### src/rtl/spike_aer_encoder_pkg.sv
`default_nettype none
// +-----------------------------------------------------------------------+
// | spike_aer_encoder_pkg                                                 |
// | Neuron-tile constants and the AER event word shared by codec blocks.  |
// | Rev 1.0 - initial release                                             |
// +-----------------------------------------------------------------------+
package spike_aer_encoder_pkg;

   localparam int C_N_NEURONS = 8;
   localparam int C_TS_WIDTH  = 8;
   localparam int C_ADDR_W    = (C_N_NEURONS > 1) ? $clog2(C_N_NEURONS) : 1;

   typedef struct packed {
      logic [C_ADDR_W-1:0]   addr;
      logic [C_TS_WIDTH-1:0] ts;
   } aer_event_t;

endpackage
`default_nettype wire

### src/rtl/spike_aer_encoder_lsb.sv
`default_nettype none
// +-----------------------------------------------------------------------+
// | aer_lsb_priority_encoder                                              |
// | Combinational lowest-set-bit index plus any-set flag for a mask.      |
// | Rev 1.0 - initial release                                             |
// +-----------------------------------------------------------------------+
module aer_lsb_priority_encoder
   import spike_aer_encoder_pkg::*;
#(
   parameter int WIDTH  = C_N_NEURONS,
   parameter int ADDR_W = C_ADDR_W
) (
   input  logic [WIDTH-1:0]  mask,
   output logic [ADDR_W-1:0] index,
   output logic              any_set
);

   // Scanning downward lets the lowest set bit overwrite any higher ones.
   always_comb begin
      index   = '0;
      any_set = |mask;
      for (int i = WIDTH - 1; i >= 0; i--) begin
         if (mask[i]) index = ADDR_W'(i);
      end
   end

endmodule
`default_nettype wire

### src/rtl/spike_aer_encoder.sv
`default_nettype none
// +-----------------------------------------------------------------------+
// | spike_aer_encoder                                                     |
// | Serialises per-timestep spike snapshots into AER words (addr, stamp). |
// | Rev 1.0 - initial release                                             |
// +-----------------------------------------------------------------------+
module spike_aer_encoder
   import spike_aer_encoder_pkg::*;
#(
   parameter  int N_NEURONS  = C_N_NEURONS,
   parameter  int TS_WIDTH   = C_TS_WIDTH,
   parameter  int DROP_WIDTH = 8,
   localparam int ADDR_W     = (N_NEURONS > 1) ? $clog2(N_NEURONS) : 1
) (
   input  logic                  clk,
   input  logic                  rst_n,
   input  logic                  ena,
   input  logic [N_NEURONS-1:0]  spikes_in,
   input  logic                  step_strobe,
   output logic                  aer_valid,
   input  logic                  aer_ready,
   output logic [ADDR_W-1:0]     aer_addr,
   output logic [TS_WIDTH-1:0]   aer_ts,
   output logic                  busy,
   output logic [DROP_WIDTH-1:0] drop_count
);

   logic [TS_WIDTH-1:0]   r_ts_cnt;
   logic [N_NEURONS-1:0]  r_a_mask;
   logic [TS_WIDTH-1:0]   r_a_ts;
   logic [N_NEURONS-1:0]  r_s_mask;
   logic [TS_WIDTH-1:0]   r_s_ts;
   logic [DROP_WIDTH-1:0] r_drop;
   logic                  r_valid;
   logic [ADDR_W-1:0]     r_addr;
   logic                  r_busy;

   logic                  w_acc;
   logic                  w_hs;
   logic                  w_snap;
   logic                  w_promote;
   logic [N_NEURONS-1:0]  w_clear;
   logic [N_NEURONS-1:0]  w_a_after;
   logic [N_NEURONS-1:0]  w_a_mid;
   logic [TS_WIDTH-1:0]   w_a_ts_mid;
   logic [N_NEURONS-1:0]  w_s_mid;
   logic [N_NEURONS-1:0]  w_a_next;
   logic [TS_WIDTH-1:0]   w_a_ts_next;
   logic [N_NEURONS-1:0]  w_s_next;
   logic [TS_WIDTH-1:0]   w_s_ts_next;
   logic                  w_drop_inc;
   logic [ADDR_W-1:0]     w_next_addr;
   logic                  w_next_any;

   assign w_acc  = step_strobe & ena;
   assign w_hs   = r_valid & aer_ready;
   assign w_snap = w_acc & (|spikes_in);

   always_comb begin
      w_clear = '0;
      if (w_hs) w_clear[r_addr] = 1'b1;
      w_a_after = r_a_mask & ~w_clear;

      // Shadow moves up only once the active snapshot has fully drained.
      w_promote  = (w_a_after == '0) && (r_s_mask != '0);
      w_a_mid    = w_promote ? r_s_mask : w_a_after;
      w_a_ts_mid = w_promote ? r_s_ts   : r_a_ts;
      w_s_mid    = w_promote ? '0       : r_s_mask;

      w_a_next    = w_a_mid;
      w_a_ts_next = w_a_ts_mid;
      w_s_next    = w_s_mid;
      w_s_ts_next = r_s_ts;
      w_drop_inc  = 1'b0;
      if (w_snap) begin
         if (w_a_mid == '0) begin
            w_a_next    = spikes_in;
            w_a_ts_next = r_ts_cnt;
         end else if (w_s_mid == '0) begin
            w_s_next    = spikes_in;
            w_s_ts_next = r_ts_cnt;
         end else begin
            w_drop_inc  = 1'b1;
         end
      end
   end

   // Encoding the next-state mask lets the address be registered one cycle early.
   aer_lsb_priority_encoder #(
      .WIDTH  (N_NEURONS),
      .ADDR_W (ADDR_W)
   ) u_lsb (
      .mask    (w_a_next),
      .index   (w_next_addr),
      .any_set (w_next_any)
   );

   always_ff @(posedge clk or negedge rst_n) begin
      if (!rst_n) begin
         r_ts_cnt <= '0;
         r_a_mask <= '0;
         r_a_ts   <= '0;
         r_s_mask <= '0;
         r_s_ts   <= '0;
         r_drop   <= '0;
         r_valid  <= 1'b0;
         r_addr   <= '0;
         r_busy   <= 1'b0;
      end else begin
         if (w_acc) r_ts_cnt <= r_ts_cnt + 1'b1;
         r_a_mask <= w_a_next;
         r_a_ts   <= w_a_ts_next;
         r_s_mask <= w_s_next;
         r_s_ts   <= w_s_ts_next;
         if (w_drop_inc && (r_drop != {DROP_WIDTH{1'b1}})) r_drop <= r_drop + 1'b1;
         r_valid  <= w_next_any;
         r_addr   <= w_next_addr;
         r_busy   <= (|w_a_next) | (|w_s_next);
      end
   end

   assign aer_valid  = r_valid;
   assign aer_addr   = r_addr;
   assign aer_ts     = r_a_ts;
   assign busy       = r_busy;
   assign drop_count = r_drop;

endmodule
`default_nettype wire
### config.mk
export PLATFORM = sky130hd
export DESIGN_NAME = spike_aer_encoder
export DESIGN_NICKNAME = d
export VERILOG_FILES = /design/src/rtl/spike_aer_encoder_pkg.sv /design/src/rtl/spike_aer_encoder_lsb.sv /design/src/rtl/spike_aer_encoder.sv
export SDC_FILE = /design/constraint.sdc
export NUM_CORES = 1
export LEC_CHECK = 0
export CORE_UTILIZATION = 55
export CTS_CLUSTER_SIZE = 30
export DETAILED_ROUTE_END_ITERATION = 12
export PLACE_DENSITY_LB_ADDON = 0.08
export SLEW_MARGIN = 5
export SYNTH_ARGS = -nofsm -noshare
export SYNTH_HDL_FRONTEND = slang
export SYNTH_SLANG_ARGS = --single-unit
### constraint.sdc
create_clock -name clk -period 2.9 [get_ports clk]
set_clock_uncertainty 0.15 [all_clocks]
set_input_delay 0.725 -clock clk [delete_from_list [all_inputs] [get_ports clk]]
set_output_delay 0.725 -clock clk [all_outputs]
set_load 0.05 [all_outputs]
# Word-level counts from Yosys, hierarchy flattened
# Index checks and enable logic that the tools add are counted.
[op_classes]
n_reduce_logical = 11
bitwise = 7
n_mux = 24
eq_ne = 1
add_sub_neg = 2
order_cmp = 2
[ops]
columns = ["operator", "count"]
rows = [
  ["8-bit two-way mux", 11],
  ["8-bit zero test", 3],
  ["3-bit two-way mux", 8],
  ["8-bit OR reduction", 3],
  ["8-bit by 1-bit adder with 8-bit output, second input constant", 2],
  ["8-bit AND", 1],
  ["8-bit != test, second input constant", 1],
  ["8-bit NOT", 1],
  ["8-bit nonzero test", 1],
  ["3-bit by 4-bit < comparator with 1-bit output, second input constant", 1],
  ["1-bit two-way mux", 4],
  ["1-bit AND", 3],
  ["1-bit demux with 3-bit select", 1],
  ["3-bit by 1-bit greater-or-equal comparator with 1-bit output, second input constant", 1],
  ["1-bit logical AND", 3],
  ["3-bit AND reduction", 1],
  ["1-bit NOT", 1],
  ["1-bit OR", 1],
]
[totals]
inputBits = 13
output_inout_bits = 21
regBits = 53
elab_cells = 56

# Logic depth before layout (Yosys ltp)
# Gate-level depths: netlist (run 1).
[depth]
ltp_word = 21
depth_mapped = 10
depth_no_buf = 7

# Hierarchy
# A second synthesis (run 1) with hierarchy kept.
[hier_totals]
cells_unflattened = 209
hier_area_um2 = 2467.4
[by_module_without_submodules]
columns = ["module", "area_per_inst_um2", "instances", "cells_each", "seq_area_each_um2"]
rows = [
  ["spike_aer_encoder", 2386.0, 1, 196, 1326.3],
  ["aer_lsb_priority_encoder", 81.3, 1, 13, 0.0],
]

# Least setup slack after synthesis (run 1)
# OpenSTA, ideal clock, no wires.
[synth_timing]
path_type = "register to register"
start = "register r_addr[2] (netlist: aer_addr[2])"
end = "register r_s_ts[6]"
period_less_slack_ns = 2.830
required_time_ns = 2.625
setup_slack_ns = 0.070
n_path_buf = 3
t_arrival_ns = 2.555
setup_ns = 0.125
path_stages_with_launch = 11
path_cell_list = "dfrtp_1 buf_4 or3b_1 o32a_1 a211oi_2 and3_1 buf_4 o21ai_2 and2_4 buf_6 mux2_4"
[synth_between]
elab_chain_len = 13
elab_cells_between_ends = 16
cone_classes = "order compare (2); mux (5); bitwise (3); reduce/logical (6)"
[synth_lines]
columns = ["element", "line_no", "rtl"]
rows = [
  ["start, declared", "spike_aer_encoder.sv:35", "logic [ADDR_W-1:0] r_addr;"],
  ["start signal, assigned", "spike_aer_encoder.sv:117", "r_addr <= w_next_addr;"],
  ["3-bit by 4-bit < comparator with 1-bit output (implied by the code) / 3-bit by 1-bit greater-or-equal comparator with 1-bit output (equally long branches)", "spike_aer_encoder.sv:61", "if (w_hs) w_clear[r_addr] = 1'b1;"],
  ["1-bit logical AND (implied by the code)", "spike_aer_encoder.sv:61", ""],
  ["1-bit two-way mux (implied by the code)", "spike_aer_encoder.sv:61", ""],
  ["1-bit demux with 3-bit select *", "spike_aer_encoder.sv:61", ""],
  ["8-bit two-way mux *", "spike_aer_encoder.sv:61", ""],
  ["8-bit NOT *", "spike_aer_encoder.sv:62", "w_a_after = r_a_mask & ~w_clear;"],
  ["8-bit AND *", "spike_aer_encoder.sv:62", ""],
  ["8-bit zero test", "spike_aer_encoder.sv:65", "w_promote = (w_a_after == '0) && (r_s_mask != '0);"],
  ["1-bit logical AND", "spike_aer_encoder.sv:65", ""],
  ["8-bit two-way mux", "spike_aer_encoder.sv:66", "w_a_mid = w_promote ? r_s_mask : w_a_after;"],
  ["8-bit zero test", "spike_aer_encoder.sv:76", "if (w_a_mid == '0) begin"],
  ["1-bit NOT (no source line)", "--", ""],
  ["3-bit AND reduction (no source line) *", "--", ""],
  ["end signal, assigned", "spike_aer_encoder.sv:114", "r_s_ts <= w_s_ts_next;"],
  ["end, declared", "spike_aer_encoder.sv:32", "logic [TS_WIDTH-1:0] r_s_ts;"],
]
# Mark *: on every way between the ends. The rest lies on a longest branch, timed or not.
# A chain may end at the register's enable or synchronous reset.

# Worst setup path in the final report (run 1)
[layout_timing]
start = "input port spikes_in[3]"
end = "register r_addr[0] (netlist: aer_addr[0])"
[layout_between]
elab_cells_between_ends = 12
cone_classes = "mux (10); bitwise (1); reduce/logical (1)"
[layout_lines]
columns = ["element", "line_no", "rtl"]
rows = [
  ["start, declared", "spike_aer_encoder.sv:18", "input logic [N_NEURONS-1:0] spikes_in,"],
  ["8-bit OR reduction", "spike_aer_encoder.sv:57", "assign w_snap = w_acc & (|spikes_in);"],
  ["1-bit AND", "spike_aer_encoder.sv:57", ""],
  ["8-bit two-way mux", "spike_aer_encoder.sv:75", "if (w_snap) begin"],
  ["net u_lsb.mask[1]", "spike_aer_encoder_lsb.sv:13", "input logic [WIDTH-1:0] mask,"],
  ["3-bit two-way mux (2 in series)", "spike_aer_encoder_lsb.sv:23", "if (mask[i]) index = ADDR_W'(i);"],
  ["net u_lsb.index[0]", "spike_aer_encoder_lsb.sv:14", "output logic [ADDR_W-1:0] index,"],
]
# The timed path passes the listed nets, and every way through them passes these cells.

==> run metrics, run 1 <==
family with the most delay on the worst path=compound AO/OA/AOI/OAI gates; Die Ht=72.2 um; NumNets Final=359; detailed-routed wire length on met3=roughly 310 um; IO Port Bufs=33; Post-Route Utilization=77.6%; Post-Place Cell Area=3490 um2; Via Count=2,367; antenna fix cells=0; DRC=0; placed wire-length estimate after detailed placement=5.29 mm; Mapped Area=2710 um2; area taken by multi-input logic gates=1360 um2; num rows=25; ordered list of cells on the worst path=clkdlybuf4s50_1, nor4_1, buf_4, a21oi_1, buf_4, a21boi_0, nand4_2, o211ai_1, nand3b_1, o31ai_1; worst max-slew margin expressed relative to the limit=between 50% and 60%; number of detailed-routing iterations run before antenna repair=5; fraction of synthesis flops using an asynchronous set or reset pin=100%; final non-filler cell total=412; outcome=complete, no violations; fraction of layout instances using a drive strength above 1=27.5%; total design power=4.07 mW; Final Cycle Share=between 80% and 90%; final-layout setup total negative slack=0 ns; kind of end point of the critical path=flop; worst-skew pair later-pin latency=0.30 ns; largest voltage drop on the vdd net=0.687 mV; Final WS setup=around 0.30 ns; total global-route track usage=a little under 30%; unrepaired setup endpoints after global routing=no; Max Used Layer=met4; number of DRC violations after detailed-routing iteration 0=between 150 and 200; register bit total from synthesis=53; metal2 WL=between 3 and 4 mm; Unique masters post-synth=54; global-route wire length before repair=between 10 and 15 mm; power density relative to cell area=1110 nW/um2; initial antenna violation count=0; data required time of the worst path=2.97 ns; Area Growth Syn to Fin=35.2%; fraction of post-synthesis cell area in the top cell type by area=48.9%; beginning of the critical path=spikes_in[3]; MaxCap Viol Count=0; finished layout cell area=3670 um2; H-tree depth reported by CTS=2; Post-Route Hold Slack=between 0.2 and 0.3 ns; total I/O pin count=34; number of global-route vias before repair=~2.4k; worst reg-to-reg path cell count=8; Final min period=2.60 ns; leading cell type by number of instances after synthesis=sky130_fd_sc_hd__dfrtp_1; buffers and inverters on the worst path=3; Core Footprint=4720 um2; CP arrival=2.67 ns; post-cts hold buffer count=0; Initial Util=57.4%; largest net degree at the start of global routing=30; clock-pin slew on the worst setup and hold paths=approximately 0.10 ns; number of endpoints with negative hold slack in the final report=0; ranking of synthesized cells by instance count=sky130_fd_sc_hd__dfrtp_1 (53), sky130_fd_sc_hd__nor2_1 (26), sky130_fd_sc_hd__nand2_1 (21), sky130_fd_sc_hd__a21oi_1 (14), sky130_fd_sc_hd__nand4_1 (14); capturing point of the worst reg2reg path=aer_addr[0]; Critical Path Slowest Stage Cell=sky130_fd_sc_hd__clkdlybuf4s50_1; CTS tree=yes; type of the most critical hold path=in2async; routed metal-1 wire length=approximately 3.0 mm; clock tree sinks=53; ys flop type=sky130_fd_sc_hd__dfrtp_1; count of synthesis-stage warnings from yosys=0; synthesized instance count=257; reg-to-reg startpoint=aer_addr[2]; actual transition at the worst max-transition pin=slightly above 0.6 ns; worst reg-to-reg setup slack=0.30 ns; setup violators final=0; die span in x=72.2 um; worst setup slack before clock tree synthesis=-0.412 ns; FMAX=384 MHz; fin. max-slew vios=0; syn avg cell area=~11 um2; critical path's largest stage delay=approximately 0.48 ns; post-synthesis cell type with the largest combined area=sky130_fd_sc_hd__dfrtp_1; wire length per cell after detailed routing=16.9 um; Critical Path Source Type=primary input; TritonCTS buffer count=5; drt total wl=approximately 7 mm; remaining antenna violation count after routing=0; die outline area=5220 um2; Leakage=approximately 1.7 nW; EDFF count, synth=0; number of placed instances, taps included=about 400; final global-route overflow total=0; sequential fraction of the synthesis area=48.9%; total nets after synthesis=about 270; Worst Setup Path Type=in2reg; flip-flop and latch area=approximately 1300 um2; Worst path most repeated cell=sky130_fd_sc_hd__buf_4; Max Buffers Root-to-Sink=2; GPL Wtd Cong=between 0.9 and 1; cell types with the largest area share after synthesis=sky130_fd_sc_hd__dfrtp_1 (49%), sky130_fd_sc_hd__mux2_2 (3.7%), sky130_fd_sc_hd__nor2_1 (3.6%), sky130_fd_sc_hd__xnor2_1 (3.6%), sky130_fd_sc_hd__nand4_1 (3.2%); biggest fanout along the worst timing path=4; library cell used as clock root buffer=sky130_fd_sc_hd__clkbuf_8; Vias per Instance=5.75; filler cell count=338
[per-layer routing]
layer | vias to the layer above | track usage [%]
li1 | 1121 | -
met1 | 1143 | 38.5
met2 | 83 | 47.7
met3 | 20 | 5.14
met4 | 0 | 13.3
met5 | - | 0
[repair_timing]
item | in CTS | in global routing
buffers inserted | 1 | 1
endpoints found under the setup margin | 24 | 28
pin swaps | 7 | 7
gates resized for setup | 7 | 10
[state kept, by name (all words and copies together), names as in the netlist]
name and cells:
r_ts_cnt 8, busy 1, aer_addr 3, aer_ts 8
r_s_ts 8, drop_count 8, r_a_mask 8, r_s_mask 8
aer_valid 1
[cells in the final DEF, fill, tap and decap left out, drive strengths merged, types with 2 or more instances in the layout]
master and n:
o211ai 4, o21ai 10, and2 3, nand2 22
a41o 3, clkdlybuf4s50 31, clkbuf 5, or3 3
nor4 2, nand2b 2, mux2i 8, a41oi 2
or2 2, ha 2, xor2 3, xnor2 11
dfrtp 53, nor2 26, nand3b 3, inv 7
o31ai 5, mux2 10, and3 6, nand4 15
nand3 6, a21oi 14, buf 58, a211oi 3
a22o 6, o21a 3
[cell type report]
cell class | count | area share, %
clock inverter | 3 | 0.580
inverter | 6 | 0.614
tap | 67 | 2.29
clock buffer | 5 | 1.88
sequential | 53 | 36.2
timing repair buffer | 90 | 21.5
multi-input combinational | 188 | 37.0
[power breakdown]
| group | internal [mW] | switching (mW) |
|---|---|---|
| registers | 1.00 | 0.262 |
| logic | 1.08 | 1.30 |
| clock network | 0.172 | 0.254 |
[cells by family after synthesis]
| logic type | after synthesis | share of synthesized area [%] |
|---|---|---|
| fa+ha+maj | 2 | 0.922 |
| simple gates | 94 | 17.8 |
| mux | 18 | 7.24 |
| buf+inv | 16 | 3.46 |
| compound gates | 60 | 17.2 |
| flops | 53 | 48.9 |
| xor+xnor | 14 | 4.52 |
[worst max-delay path by stage]
stage                          to  depth (start not counted)
finish                aer_addr[0]                         10
global route        drop_count[4]                          9
CTS                 drop_count[4]                         10
detailed placement      r_s_ts[7]                          8
global placement        r_s_ts[5]                          8
floorplan               r_s_ts[6]                         10
(Power assumes the default switching activity.)
==> run 2, diff against run 1 <==
GPL_TIMING_DRIVEN = 1   (was unset)
==> results of run 2 <==
Final layout, timing and power as in run 1 (identical DEF).
==> run 3, diff against run 2 <==
SETUP_SLACK_MARGIN = 0.3   (was unset)
==> run 3 against run 2 <==
Fmax up 2.6%. First-iteration DRC count down 52%. Worst hold slack worse by 0.024 ns. Total power up 3.2%. Flip-flop and latch count unchanged. Largest power group unchanged. Non-clock buffer count up 8. Largest cell class unchanged. Critical path depth down 2. Worst setup slack better by 0.066 ns. Combinational power up 6%.
==> run metrics, run 3 (same netlist as run 1, synthesis figures left out) <==
number of endpoints with negative hold slack in the final report=0 (unchanged); Leakage=1.71 nW (+2.1%); type of the most critical hold path=in2async; placed wire-length estimate after detailed placement=5.13 mm (-3.1%); drt total wl=6.88 mm (-1.4%); Vias per Instance=5.71 (-0.54%); final global-route overflow total=0 (unchanged); number of global-route vias before repair=2,367 (-2.0%); MaxCap Viol Count=0 (unchanged); CP Capture Point=r_s_ts[6]; biggest fanout along the worst timing path=5 (+1); Max Buffers Root-to-Sink=2 (unchanged); number of detailed-routing iterations run before antenna repair=4 (-1); TritonCTS buffer count=5 (unchanged); CP arrival=2.59 ns (-0.08 ns); unrepaired setup endpoints after global routing=yes; DRC=0 (unchanged); Final min period=2.54 ns (-0.0663 ns); IO Port Bufs=33 (unchanged); actual transition at the worst max-transition pin=0.577 ns (-0.0349 ns); Critical Path Source Type=flop; most used routing layer=met2; clock tree sinks=53 (unchanged); H-tree depth reported by CTS=2 (unchanged); global-route wire length before repair=11.2 mm (-3.6%); GR Util met2=46.7% (-0.93 points); GPL Wtd Cong=0.939 (-1.1%); number of DRC violations after detailed-routing iteration 0=90 (-52%); power density relative to cell area=1120 nW/um2 (+1.0%); num rows=25 (unchanged); global-route track usage on met1=37.6% (-0.94 points); largest voltage drop on the vdd net=0.731 mV (+6.4%); Die Ht=72.2 um (unchanged); post-cts hold buffer count=0 (unchanged); wire length per cell after detailed routing=16.4 um (-3.3%); clock-pin slew on the worst setup and hold paths=0.10 ns (about the same); worst reg-to-reg setup slack=0.36 ns (+0.07 ns); ordered list of cells on the worst path=or3b_1, o32a_1, a211oi_4, buf_4, nand3_4, o21ai_2, and2_4, mux2_4; worst reg-to-reg path cell count=8 (unchanged); Final Cycle Share=87.5% (-2.3 points); beginning of the critical path=aer_addr[1]; Initial Util=57.4% (unchanged); GR Util met3=3.61% (-1.5 points); total global-route track usage=28.1% (-1.2 points); FMAX=394 MHz (+2.6%); fin. max-slew vios=0 (unchanged); reg-to-reg startpoint=aer_addr[1]; final-layout setup total negative slack=0 ns (unchanged); antenna fix cells=0 (unchanged); Critical Path Slowest Stage Cell=sky130_fd_sc_hd__dfrtp_2; total I/O pin count=34 (unchanged); Worst Setup Path Type=reg2reg; remaining antenna violation count after routing=0 (unchanged); library cell used as clock root buffer=sky130_fd_sc_hd__clkbuf_8; die outline area=5220 um2 (unchanged); largest net degree at the start of global routing=31 (+3.3%); Area Growth Syn to Fin=38.1%; initial antenna violation count=0 (unchanged); kind of end point of the critical path=flop; commonest cells after routing, fill and taps aside=sky130_fd_sc_hd__buf_4 (59), sky130_fd_sc_hd__dfrtp_1 (50), sky130_fd_sc_hd__clkdlybuf4s50_1 (31); most common cell after layout, fill and taps aside=sky130_fd_sc_hd__buf_4; NumNets Final=367 (+2.2%); Core Footprint=4720 um2 (unchanged); critical path's largest stage delay=0.46 ns (-0.02 ns); worst-skew pair later-pin latency=0.31 ns (about the same); CTS tree=yes; Post-Route Hold Slack=0.249 ns (-0.0237 ns); worst max-slew margin expressed relative to the limit=61.5% (+2.3 points); capturing point of the worst reg2reg path=r_s_ts[6]; die span in x=72.2 um (unchanged); data required time of the worst path=2.96 ns (about the same); fraction of layout instances using a drive strength above 1=30.9% (+3.3 points); outcome=complete, no violations; Via Count=2,400 (+1.4%); setup violators final=0 (unchanged); Post-Route Utilization=79.3% (+1.7 points)
## run 3: changes by cell type in the layout (fill, tap and decap cells not counted), sizes merged
| cell | before | now |
|---|---|---|
| inv | 7 | 6 |
| clkinv | 1 | 2 |
| buf | 58 | 67 |
| dlymetal6s2s | 1 | 0 |
## run 3: worst min-delay path by stage
| stage | from | end |
|---|---|---|
| floorplan | rst_n | aer_addr[0] |
| global placement | drop_count[5] | drop_count[5] |
| detailed placement | drop_count[5] | drop_count[5] |
| CTS | rst_n | r_a_mask[2] |
| global route | rst_n | r_a_mask[2] |
| finish | rst_n | r_a_mask[2] |
## run 3: cell type report
class                      count  area, um2
timing repair buffer          98        848
tap                           67       83.8
fill                         308        977
clock inverter                 3       17.5
multi-input combinational    188       1380
inverter                       6       22.5
sequential                    53       1330
clock buffer                   5       68.8
## run 3: power by group
part           total (mW)  internal, mW  switching [mW]
clock               0.416         0.167           0.249
combinational        2.52          1.18            1.34
sequential           1.27          1.01           0.259
## run 3: worst max-delay path, delay by kind of cell (launching register included)
family                 cells  cell delay (ns)
AOI/OAI and AO/OA          3             0.68
buffers and inverters      1             0.18
DFF                        1             0.46
muxes                      1             0.30
and+or+nand+nor            3             0.66
## run 3: metrics by stage
step           cells  area, um2  setup slack, ns  power [mW]
2_1_floorplan    257       2720            0.241        2.63
3_3_place_gp     400       3480           -0.392        3.48
3_5_place_dp     400       3480           -0.392        3.52
4_1_cts          413       3650            0.320        4.06
5_1_grt          420       3750            0.271        4.41
6_report         420       3750            0.363        4.20
## run 3: timing repair
action / 4_1_cts / 5_1_grt
endpoints found under the setup margin: 42 / 24
setup buffers: 5 / 7
pin swaps: 7 / 11
resized for setup: 18 / 10
## run 3: metal layers
layer / vias up / share of wire [%]
li1: 1131 / -
met1: 1196 / 44
met2: 56 / 50
met3: 17 / 3.4
met4: 0 / 2.8
met5: - / 0
